<file path="src/rtl/cg_iteration_sequencer.sv">
// Control sequencer for one conjugate-gradient solve: starts each datapath stage in turn,
// waits on its finish under a watchdog, latches r.r values and applies the exit test.
module cg_iteration_sequencer #(
    parameter int ELEMENT_WIDTH  = 32,
    parameter int ITER_W         = 16,
    parameter int TIMEOUT_W      = 12,
    parameter int TIMEOUT_CYCLES = 4095
) (
    input  logic                     clk,
    input  logic                     reset,
    input  logic                     go,
    input  logic                     abort,
    input  logic                     mode_fixed,
    input  logic [ELEMENT_WIDTH-1:0] tol,
    input  logic [ITER_W-1:0]        max_iter,
    input  logic [8:0]               stage_finish,
    input  logic [ELEMENT_WIDTH-1:0] rs_in,
    output logic [8:0]               stage_start,
    output logic [ELEMENT_WIDTH-1:0] rsold,
    output logic [ELEMENT_WIDTH-1:0] rsnew,
    output logic [ITER_W-1:0]        iter_count,
    output logic                     busy,
    output logic                     done,
    output logic                     converged,
    output logic                     timeout_err
);

    localparam int MAN_W = ELEMENT_WIDTH - 9;
    localparam int MAG_W = ELEMENT_WIDTH - 1;

    localparam int B_RSOLD = 0;
    localparam int B_AP    = 1;
    localparam int B_PAP   = 2;
    localparam int B_ALPHA = 3;
    localparam int B_UPD_X = 4;
    localparam int B_UPD_R = 5;
    localparam int B_RSNEW = 6;
    localparam int B_BETA  = 7;
    localparam int B_UPD_P = 8;

    typedef enum logic [3:0] {
        ST_IDLE, ST_RSOLD, ST_AP, ST_PAP, ST_ALPHA, ST_UPD_XR,
        ST_RSNEW, ST_CHECK, ST_BETA, ST_UPD_P, ST_DONE, ST_ERR
    } state_t;

    state_t             state, state_next;
    logic               first;
    logic [TIMEOUT_W-1:0] wd;
    logic [1:0]         xr_seen;
    logic [MAG_W-1:0]   tol_q;
    logic [ITER_W-1:0]  max_iter_q;

    logic [8:0] fin;
    logic       in_stage, wd_expired;
    logic       load_go, load_rsold_in, load_rsnew, load_rsold_new, set_conv;
    logic       rs_in_lt, rsnew_lt;

    function automatic logic is_nan(input logic [ELEMENT_WIDTH-1:0] v);
        return (&v[ELEMENT_WIDTH-2 -: 8]) && (|v[MAN_W-1:0]);
    endfunction

    // Both operands are non-negative floats, so magnitude bits order like an unsigned integer.
    assign rs_in_lt = rs_in[MAG_W-1:0] < tol_q;
    assign rsnew_lt = rsnew[MAG_W-1:0] < tol_q;

    assign busy = (state != ST_IDLE);
    assign done = (state == ST_DONE) || (state == ST_ERR);

    // NOTE: every signal driven here gets a default first so no latch is inferred.
    always_comb begin
        state_next     = state;
        stage_start    = '0;
        load_go        = 1'b0;
        load_rsold_in  = 1'b0;
        load_rsnew     = 1'b0;
        load_rsold_new = 1'b0;
        set_conv       = 1'b0;
        fin            = first ? 9'd0 : stage_finish;
        in_stage       = state inside {ST_RSOLD, ST_AP, ST_PAP, ST_ALPHA, ST_UPD_XR,
                                       ST_RSNEW, ST_BETA, ST_UPD_P};
        wd_expired     = in_stage && (wd == TIMEOUT_W'(TIMEOUT_CYCLES - 1));

        if (first) begin
            unique case (state)
                ST_RSOLD:  stage_start[B_RSOLD] = 1'b1;
                ST_AP:     stage_start[B_AP]    = 1'b1;
                ST_PAP:    stage_start[B_PAP]   = 1'b1;
                ST_ALPHA:  stage_start[B_ALPHA] = 1'b1;
                ST_UPD_XR: begin
                    stage_start[B_UPD_X] = 1'b1;
                    stage_start[B_UPD_R] = 1'b1;
                end
                ST_RSNEW:  stage_start[B_RSNEW] = 1'b1;
                ST_BETA:   stage_start[B_BETA]  = 1'b1;
                ST_UPD_P:  stage_start[B_UPD_P] = 1'b1;
                default:   stage_start = '0;
            endcase
        end

        if (abort) begin
            state_next = ST_IDLE;
        end else begin
            unique case (state)
                ST_IDLE: if (go) begin
                    load_go    = 1'b1;
                    state_next = (max_iter == '0) ? ST_DONE : ST_RSOLD;
                end
                ST_RSOLD: if (fin[B_RSOLD]) begin
                    load_rsold_in = 1'b1;
                    if (is_nan(rs_in)) begin
                        state_next = ST_ERR;
                    end else if (!mode_fixed && rs_in_lt) begin
                        set_conv   = 1'b1;
                        state_next = ST_DONE;
                    end else begin
                        state_next = ST_AP;
                    end
                end
                ST_AP:     if (fin[B_AP])    state_next = ST_PAP;
                ST_PAP:    if (fin[B_PAP])   state_next = ST_ALPHA;
                ST_ALPHA:  if (fin[B_ALPHA]) state_next = ST_UPD_XR;
                ST_UPD_XR: if ((xr_seen | fin[B_UPD_R:B_UPD_X]) == 2'b11) state_next = ST_RSNEW;
                ST_RSNEW: if (fin[B_RSNEW]) begin
                    load_rsnew = 1'b1;
                    state_next = ST_CHECK;
                end
                ST_CHECK: begin
                    if (is_nan(rsnew)) begin
                        state_next = ST_ERR;
                    end else if (!mode_fixed && rsnew_lt) begin
                        set_conv   = 1'b1;
                        state_next = ST_DONE;
                    end else if (iter_count == max_iter_q) begin
                        state_next = ST_DONE;
                    end else begin
                        state_next = ST_BETA;
                    end
                end
                ST_BETA: if (fin[B_BETA]) state_next = ST_UPD_P;
                ST_UPD_P: if (fin[B_UPD_P]) begin
                    load_rsold_new = 1'b1;
                    state_next     = ST_AP;
                end
                ST_DONE, ST_ERR: state_next = ST_IDLE;
                default:         state_next = ST_IDLE;
            endcase

            if (wd_expired && state_next == state) state_next = ST_ERR;
        end
    end

    // NOTE: sequential state uses non-blocking assignments so every register sees pre-edge values.
    always_ff @(posedge clk or negedge reset) begin
        if (!reset) begin
            state       <= ST_IDLE;
            first       <= 1'b0;
            wd          <= '0;
            xr_seen     <= '0;
            tol_q       <= '0;
            max_iter_q  <= '0;
            rsold       <= '0;
            rsnew       <= '0;
            iter_count  <= '0;
            converged   <= 1'b0;
            timeout_err <= 1'b0;
        end else begin
            state <= state_next;
            first <= (state_next != state);

            if (state_next != state) begin
                wd      <= '0;
                xr_seen <= '0;
            end else begin
                if (in_stage) wd <= wd + TIMEOUT_W'(1);
                if (state == ST_UPD_XR) xr_seen <= xr_seen | fin[B_UPD_R:B_UPD_X];
            end

            if (load_go) begin
                tol_q       <= tol[MAG_W-1:0];
                max_iter_q  <= max_iter;
                iter_count  <= '0;
                converged   <= 1'b0;
                timeout_err <= 1'b0;
            end
            if (load_rsold_in)  rsold <= rs_in;
            if (load_rsold_new) rsold <= rsnew;
            if (load_rsnew) begin
                rsnew <= rs_in;
                if (iter_count != '1) iter_count <= iter_count + ITER_W'(1);
            end
            if (set_conv) converged <= 1'b1;
            if (state_next == ST_ERR && state != ST_ERR) begin
                timeout_err <= 1'b1;
                converged   <= 1'b0;
            end
        end
    end

endmodule

</file>
<file path="config.mk">
export PLATFORM = sky130hd
export DESIGN_NAME = cg_iteration_sequencer
export DESIGN_NICKNAME = d
export VERILOG_FILES = /design/src/rtl/cg_iteration_sequencer.sv
export SDC_FILE = /design/constraint.sdc
export NUM_CORES = 1
export LEC_CHECK = 0
export ABC_AREA = 0
export CAP_MARGIN = 20
export CORE_AREA = 2 2 152 154
export DETAILED_ROUTE_END_ITERATION = 10
export DIE_AREA = 0 0 154 156
export GPL_TIMING_DRIVEN = 0
export PLACE_DENSITY = 0.58
export REMOVE_ABC_BUFFERS = 1
export SYNTH_ARGS = -nofsm -noshare
export SYNTH_HDL_FRONTEND = slang
export SYNTH_SLANG_ARGS = --single-unit
</file>
<file path="constraint.sdc">
create_clock -name clk -period 3.6 [get_ports clk]
set_input_delay 0.36 -clock clk [delete_from_list [all_inputs] [get_ports clk]]
set_output_delay 0.36 -clock clk [all_outputs]
set_load 0.005 [all_outputs]
</file>
# After elaboration in Yosys (flattened, before gate mapping)
# Index checks and enable logic that the tools add are counted.
# Widths: inputs -> output; s select.
[word_totals] reg_bits=148 output_inout_bits=93 wordCells=118
[classes] n_addsub=2 magnitude_cmp=2 eq_ne=19 n_mux=61 bitwise_logic=1 n_reduce_logical=22
[op_table] cell="$mux 32" n=2
[op_table] cell="$lt 31x31->1" n=2
[op_table] cell="$mux 4" n=15
[op_table] cell="$mux 16" n=3
[op_table] cell="$reduce_or 23->1" n=2
[op_table] cell="$pmux 4 s10" n=1
[op_table] cell="$mux 1" n=29
[op_table] cell="$mux 12" n=2
[op_table] cell="$eq 4x4->1 const B" n=5
[op_table] cell="$mux 9" n=2
[op_table] cell="$add 16x1->16 const B" n=1
[op_table] cell="$eq 16x16->1" n=1
[op_table] cell="$eq 4x3->1 const B" n=4
[op_table] cell="$logic_not 16->1" n=1
[op_table] cell="$ne 16x16->1 const B" n=1
[op_table] cell="$reduce_and 8->1" n=2
[op_table] cell="$add 12x1->12 const B" n=1
[op_table] cell="$eq 12x12->1 const B" n=1
[op_table] cell="$mux 2" n=6
[op_table] cell="$eq 4x2->1 const B" n=2
[op_table] cell="$reduce_bool 2->1" n=4
[op_table] cell="$reduce_bool 8->1" n=1
[op_table] cell="$logic_and 1x1->1" n=7
[op_table] cell="$eq 4x1->1 const B" n=1
[op_table] cell="other kinds (11)" n=11

# Depth between registers and ports, before layout
# Gate-level depths: netlist of the first run.
[logic_depth] depth_word=14 depth_mapped=11 ltp_nobuf=10

# Worst setup path after synthesis of the first run
# OpenSTA, ideal clock, no wires.
[synth_path] path_type="register -> register" start="register state[3]" end="register wd[10]" setup_ns=0.124 t_arrival_ns=2.580 t_required_ns=3.476 slack_ns=0.896 path_stages_with_launch=11 n_path_buf=2 cell_sequence="dfrtp_1 or2_4 or4_4 buf_6 a2111oi_4 nand3_2 a221oi_4 nor4_1 nor4_4 buf_6 nor4_2"
[synth_via] elab_chain_len=9
[synth_lines] item="from (decl)" line_no="46" text="state_t state, state_next;"
[synth_lines] item="from (signal assigned)" line_no="167" text="state <= state_next;"
[synth_lines] item="$eq 4x4->1, or another cell as far along" line_no="79, 103"
[synth_lines] item="$pmux 4 s10" line_no="103" text="unique case (state)"
[synth_lines] item="$mux 4" line_no="100" text="if (abort) begin"
[synth_lines] item="$eq 4x4->1" line_no="148" text="if (wd_expired && state_next == state) state_next = ST_ERR;"
[synth_lines] item="$logic_and 1x1->1" line_no="148"
[synth_lines] item="$mux 4" line_no="148"
[synth_lines] item="$mux 4" line_no="100"
[synth_lines] item="$ne 4x4->1" line_no="170" text="if (state_next != state) begin"
[synth_lines] item="$mux 12 / $reduce_bool 2->1 (equally long branches)"
[synth_lines] item="to (signal assigned)" line_no="174" text="if (in_stage) wd <= wd + TIMEOUT_W'(1);"
[synth_lines] item="to (decl)" line_no="48" text="logic [TIMEOUT_W-1:0] wd;"
# Several ways; a longest one is shown, not always the timed one. The select of a mux whose other input is x is not followed.
# A chain may end at the register's enable or synchronous reset.

# Worst setup path in the final report of the first run
[layout_path] start="input rs_in[2]" end="register first"
[layout_via] elab_chain_len=12
[layout_lines] item="from (decl)" line_no="17" text="input logic [ELEMENT_WIDTH-1:0] rs_in,"
[layout_lines] item="$lt 31x31->1" line_no="63" text="assign rs_in_lt = rs_in[MAG_W-1:0] < tol_q;"
[layout_lines] item="$logic_and 1x1->1" line_no="112" text="end else if (!mode_fixed && rs_in_lt) begin"
[layout_lines] item="$mux 4" line_no="112"
[layout_lines] item="$mux 4 (*)" line_no="110" text="if (is_nan(rs_in)) begin"
[layout_lines] item="$mux 4 (*)" line_no="108" text="ST_RSOLD: if (fin[B_RSOLD]) begin"
[layout_lines] item="$pmux 4 s10 (*)" line_no="103"
[layout_lines] item="$mux 4 (*)" line_no="100"
[layout_lines] item="$eq 4x4->1" line_no="148"
[layout_lines] item="$logic_and 1x1->1" line_no="148"
[layout_lines] item="$mux 4 (*)" line_no="148"
[layout_lines] item="$mux 4 (*)" line_no="100"
[layout_lines] item="$ne 4x4->1 (*)" line_no="168" text="first <= (state_next != state);"
[layout_lines] item="to (signal assigned)" line_no="168"
[layout_lines] item="to (decl)" line_no="47" text="logic first;"
# Mark *: on every way between the ends. The rest lies on a longest branch, timed or not. The select of a mux whose other input is x is not followed.

==> flow_summary.toml, run 1 <==
[die]
initial_core_util = 0.375
rows = 55
die_h_um = 156
die_area_um2 = 24000
die_w_um = 154
design.core.area_um2 = 22400
io_pins = 187

[route]
routed_wl_um = 25200
viasPerCell = 5.33
dr.pass1.iters = 5
drc = 0
drtIter0Drc = 365
ant_nets = 0
vias = 7585
wl_per_cell_um = 17.7

[sta]
period_share = 0.962
layout_setup_ws_ps = 136
rsz0062_at_grt = "false"
tightest_slew_ps = 916
finalSetupTns_ps = 0
finalHoldWorstSlack_ps = 425
hold_violations = 0
skew_ps = 15.2
period_needed_ps = 3460
slew_viol_final = 0
clock.fmax_mhz = 289
setup_viol = 0
maxSlewHeadroom = 0.382

[layout]
antennaDiodeCount = 0
final_cell_mix = "224 x nand2_1, 184 x clkdlybuf4s50_1, 146 x dfrtp_1"
fin_cells = 1424
drive_gt1_frac = 0.0676
layout_commonest_cell = "nand2_1"
layout.nets = 1283
syn2layout_area_growth_pct = 34.0
final_util = 0.503
final_area_um2 = 11200

[power]
intPower_mw = 4.05
switchingPower_mw = 1.95
seqPwrFrac = 0.381
p_total_mw = 6.00
swShare = 0.326
ir_drop_uv = 282
comb_power_share = 0.317
p_leak_nw = 5.01
powerDensity_nw_per_um2 = 533
clkPwrFrac = 0.302

[grt]
grt_util_all_layers = 0.213
grt_pass1_wl_um = 40400
grt_overflow = 0
antenna_found_initial = 0
grt_max_degree = 100
grt_pass1_vias = 7342

[logic_synthesis]
netlist_instances = 957
yosys.area_share.adder = 0.0939
async_flop_share = 1.00
seq_area_frac_synth = 0.441
synth-edff-count = 0
avgSynthCellArea_um2 = 8.78
synth-compound-area-share = 0.142
synthSimpleGateAreaFrac = 0.240
syn_area_um2 = 8400
ys.flop_type = "dfrtp_1"
synth.distinct_cells = 66
synth_seq_cells = 148
synth_top_family_by_area = "simple AND/OR/NAND/NOR gates"
synth_mux_area_frac = 0.00670
synthXorXnorAreaFrac = 0.0355
yosysWarnings = 0

[setup_path]
worstSetupPathType = "in -> reg"
r2r-start = "state[3]"
reg2reg_slack_ps = 160
worstPathRequired_ps = 3910
cp-start-kind = "input pin"
crit_arrival_ps = 3770
crit_fanout = 15
end_kind = "register"
r2r_cells = 8
r2r_end = "first"

[clock_tree]
h-tree-depth = 4
path_clk_slew_ps = 70
numCtsBuffers = 17
clockBufferDepth = 2
clock_latency_ps = 430
clkSinkCount = 148
root_buffer = "clkbuf_16"
cts_tree = "done"

[place]
portBuffers = 185
place_area_um2 = 10600
dp_slack_ps = -1440
place_inst = 1388
routabilityCongestion = 0.809
dp_hpwl_um = 18000

[flow_run]
cap_violations = 0

[status]
outcome = "finished clean"

[worst_hold_path]
hold_class = "in -> async"
[flip-flops by register name, summed over array words and instances (netlist names)]
signal,flops
xr_seen,2
rsnew,32
max_iter_q,16
first,1
timeout_err,1
iter_count,16
converged,1
wd,12
state,4
tol_q,31
rsold,32
[worst max-delay path: stages]
cell	delay, ps
clkdlybuf4s50_1	520
ha_1	360
nand2_1	50
o21ai_0	180
a21oi_1	110
o41ai_1	860
a221oi_4	230
nor4_1	470
nor4_4	110
buf_12	180
or3_1	340
[what timing repair did]
| action | CTS | global route |
|---|---|---|
| hold buffers | 1 | 0 |
| gates cloned | 0 | 0 |
| buffers inserted | 2 | 0 |
| pin swaps | 2 | 0 |
| setup endpoints to repair | 30 | 19 |
| gates resized for setup | 5 | 6 |
| endpoints found under the hold margin | 49 | 0 |
[power by group through the flow]
stage               logic (mW)  clock network (mW)  registers, mW
global placement          1.84                   0           2.31
global route              2.16                1.92           2.34
floorplan                 1.01                   0           2.29
finish                    1.90                1.81           2.29
CTS                       1.92                1.85           2.29
detailed placement        1.88                   0           2.32
[kinds of logic (layout without fill, tap and decap cells)]
group,after synthesis,in the layout
compound gates,198,198
xor+xnor,34,34
fa+ha+maj,63,63
buf+inv,86,268
flops,148,148
mux,5,5
simple gates,423,423
[routing by layer]
metal / vias up / wire length (µm) / GRT usage
met4: 0 / 301 / 0.0570
li1: 3701 / - / -
met5: - / 0 / 0
met1: 3638 / 11500 / 0.286
met2: 226 / 12100 / 0.354
met3: 20 / 1350 / 0.0414
[worst max path at each step]
stage	startpoint	endpoint	slack [ps]
after floorplan	state[1]	rsold[0]	4
final	rs_in[2]	first	140
after detailed placement	abort	iter_count[13]	-1440
after global routing	rs_in[2]	first	10
after global placement	reset	iter_count[2]	-4260
after CTS	rs_in[18]	wd[2]	6
[cell type report]
class                           count  area, µm²
Clock buffer                       19        443
Clock inverter                     13        150
Fill cell                        2077      11100
Inverter                           41        159
Multi-Input combinational cell    723       4420
Sequential cell                   148       3710
Tap cell                          285        357
Timing Repair Buffer              195       2020
[synthesized netlist by cell type, types with 20 or more instances]
cell type / n / area (µm²)
nand2_1: 224 / 841
dfrtp_1: 148 / 3700
a21oi_1: 75 / 375
nor2_1: 73 / 274
ha_1: 63 / 788
o21ai_0: 55 / 275
inv_1: 40 / 150
clkbuf_1: 34 / 128
o22ai_1: 34 / 213
xor2_1: 27 / 236
nor4_1: 22 / 138
nand4_1: 20 / 125
(Power assumes the default switching activity.)
==> run 2, diff against run 1 <==
Settings changed: CAP_MARGIN 20 to unset.
==> run 2 against run 1 <==
Wire length grew 0.24%. Highest routed layer unchanged. Sequential share of layout area shrank 0.088 points. Clock power grew 6%. Flip-flop and latch count is the same. Critical path type is now reg -> reg. Clock skew shrank 4.2 ps. Fmax grew 0.64%. Register-to-register slack is essentially flat. Largest power group unchanged. Largest cell class unchanged. Via count shrank 0.30%. Combinational power is essentially flat. Cell count shrank 0.14%. Sequential power is essentially flat. Clock-buffer cell count is the same.
==> flow_summary.toml, run 2 (synthesis results as in run 1) <==
[layout]
final_cell_mix = "224 x nand2_1, 184 x clkdlybuf4s50_1, 146 x dfrtp_1"
nFillCells = 2138
layout.nets = 1282
antennaDiodeCount = 0
drive_gt1_frac = 0.0668
largestRegisters = "rsnew: 32 flops, rsold: 32 flops, tol_q: 31 flops"
layout_commonest_cell = "nand2_1"
final_area_um2 = 11300
syn2layout_area_growth_pct = 34.3

[die]
die_area_um2 = 24000
io_pins = 187
initial_core_util = 0.375
design.core.area_um2 = 22400
die_h_um = 156
rows = 55
die_w_um = 154

[setup_path]
crit_arrival_ps = 3740
worstSetupPathType = "reg -> reg"
end_kind = "register"
crit_fanout = 36
cp-start-kind = "register"
worstPathRequired_ps = 3900

[sta]
finalHoldWorstSlack_ps = 429
finalSetupTns_ps = 0
period_needed_ps = 3440
layout_setup_ws_ps = 157
period_share = 0.956
setup_viol = 0
rsz0062_at_grt = "false"
skew_ps = 11.0
maxSlewHeadroom = 0.279
slew_viol_final = 0
tightest_slew_ps = 1080
clock.fmax_mhz = 290
hold_violations = 0

[route]
drtIter0Drc = 337
vias = 7562
routed_wl_um = 25300
wl_per_cell_um = 17.8
dr.pass1.iters = 5
ant_nets = 0
drc = 0
viasPerCell = 5.32

[clock_tree]
h-tree-depth = 4
clkSinkCount = 148
root_buffer = "clkbuf_16"
numCtsBuffers = 17
path_clk_slew_ps = 60
clock_latency_ps = 420
cts_tree = "done"
clockBufferDepth = 2

[place]
place_area_um2 = 10500
portBuffers = 185
routabilityCongestion = 0.809
dp_slack_ps = -1490
dp_hpwl_um = 18000

[worst_hold_path]
hold_class = "in -> async"

[grt]
grt_pass1_vias = 7349
grt_overflow = 0
grt_max_degree = 100
grt_pass1_wl_um = 40400
grt_util_all_layers = 0.214
antenna_found_initial = 0

[power]
ir_drop_uv = 288
p_leak_nw = 5.02
powerDensity_nw_per_um2 = 542

[status]
outcome = "finished clean"

[flow_run]
cap_violations = 0
run 2: changes by cell type in the layout (fill, tap and decap cells not counted), sizes merged:
cell / previous run / this run
buf: 10 / 9
bufinv: 2 / 4
clkinv: 4 / 5
clkinvlp: 4 / 3
inv: 44 / 41
run 2: power by group:
group / internal, mW / total [mW] / switching [mW] / leakage [nW]
Combinational: 0.945 / 1.91 / 0.969 / 2.82
Clock: 1.18 / 1.91 / 0.735 / 0.295
Sequential: 2.06 / 2.29 / 0.236 / 1.90
Total: 4.18 / 6.12 / 1.94 / 5.02
run 2: repair_timing:
action                                  4_1_cts  5_1_grt
hold buffers                                  1        0
resized for setup                             5        8
hold endpoints to repair                     49        0
pin swaps                                     3        1
endpoints found under the setup margin       30       21
buffers inserted                              3        0
run 2: cell type report:
class	count	area [µm²]	share of cell area
clock buffer	19	443	0.0393
clock inverter	12	179	0.0159
multi-input combinational	723	4430	0.392
inverter	41	159	0.0141
tap	285	357	0.0316
sequential	148	3710	0.329
timing repair buffer	194	2010	0.178
run 2: metrics by stage:
step | total power [mW] | std cells | utilization
6_report | 6.12 | 1422 | 0.504
5_1_grt | 6.52 | 1422 | 0.504
4_1_cts | 6.17 | 1422 | 0.503
3_5_place_dp | 4.20 | 1387 | 0.471
3_3_place_gp | 4.15 | 1382 | 0.465
2_1_floorplan | 3.30 | 912 | -
run 2: final timing paths:
kind,startpoint,endpoint,slack (ps),cells after the start
min in group clk,tol[0],tol_q[0],480,3
worst min register to register,tol_q[0],tol_q[0],500,2
max in group asynchronous,reset,state[1],2260,3
worst max-delay path,state[3],first,160,9
worst max register to register,state[3],first,160,9
worst min-delay path,reset,rsold[18],430,2
run 2: worst max-delay path, cell delays in order (launching register included):
cell and delay (ps):
dfrtp_1 540, or2_4 340, or4_4 780, a2111oi_4 310, nand3_2 130, a221oi_4 360
o2111a_1 280, nor4_4 70, buf_12 180, or3_1 330
run 2: routing by layer:
metal / track usage / part of all wire / wire length [µm]
met5: 0 / 0 / 0
met4: 0.0543 / 0.013 / 328
met3: 0.0414 / 0.048 / 1230
met2: 0.358 / 0.47 / 12000
met1: 0.285 / 0.46 / 11700
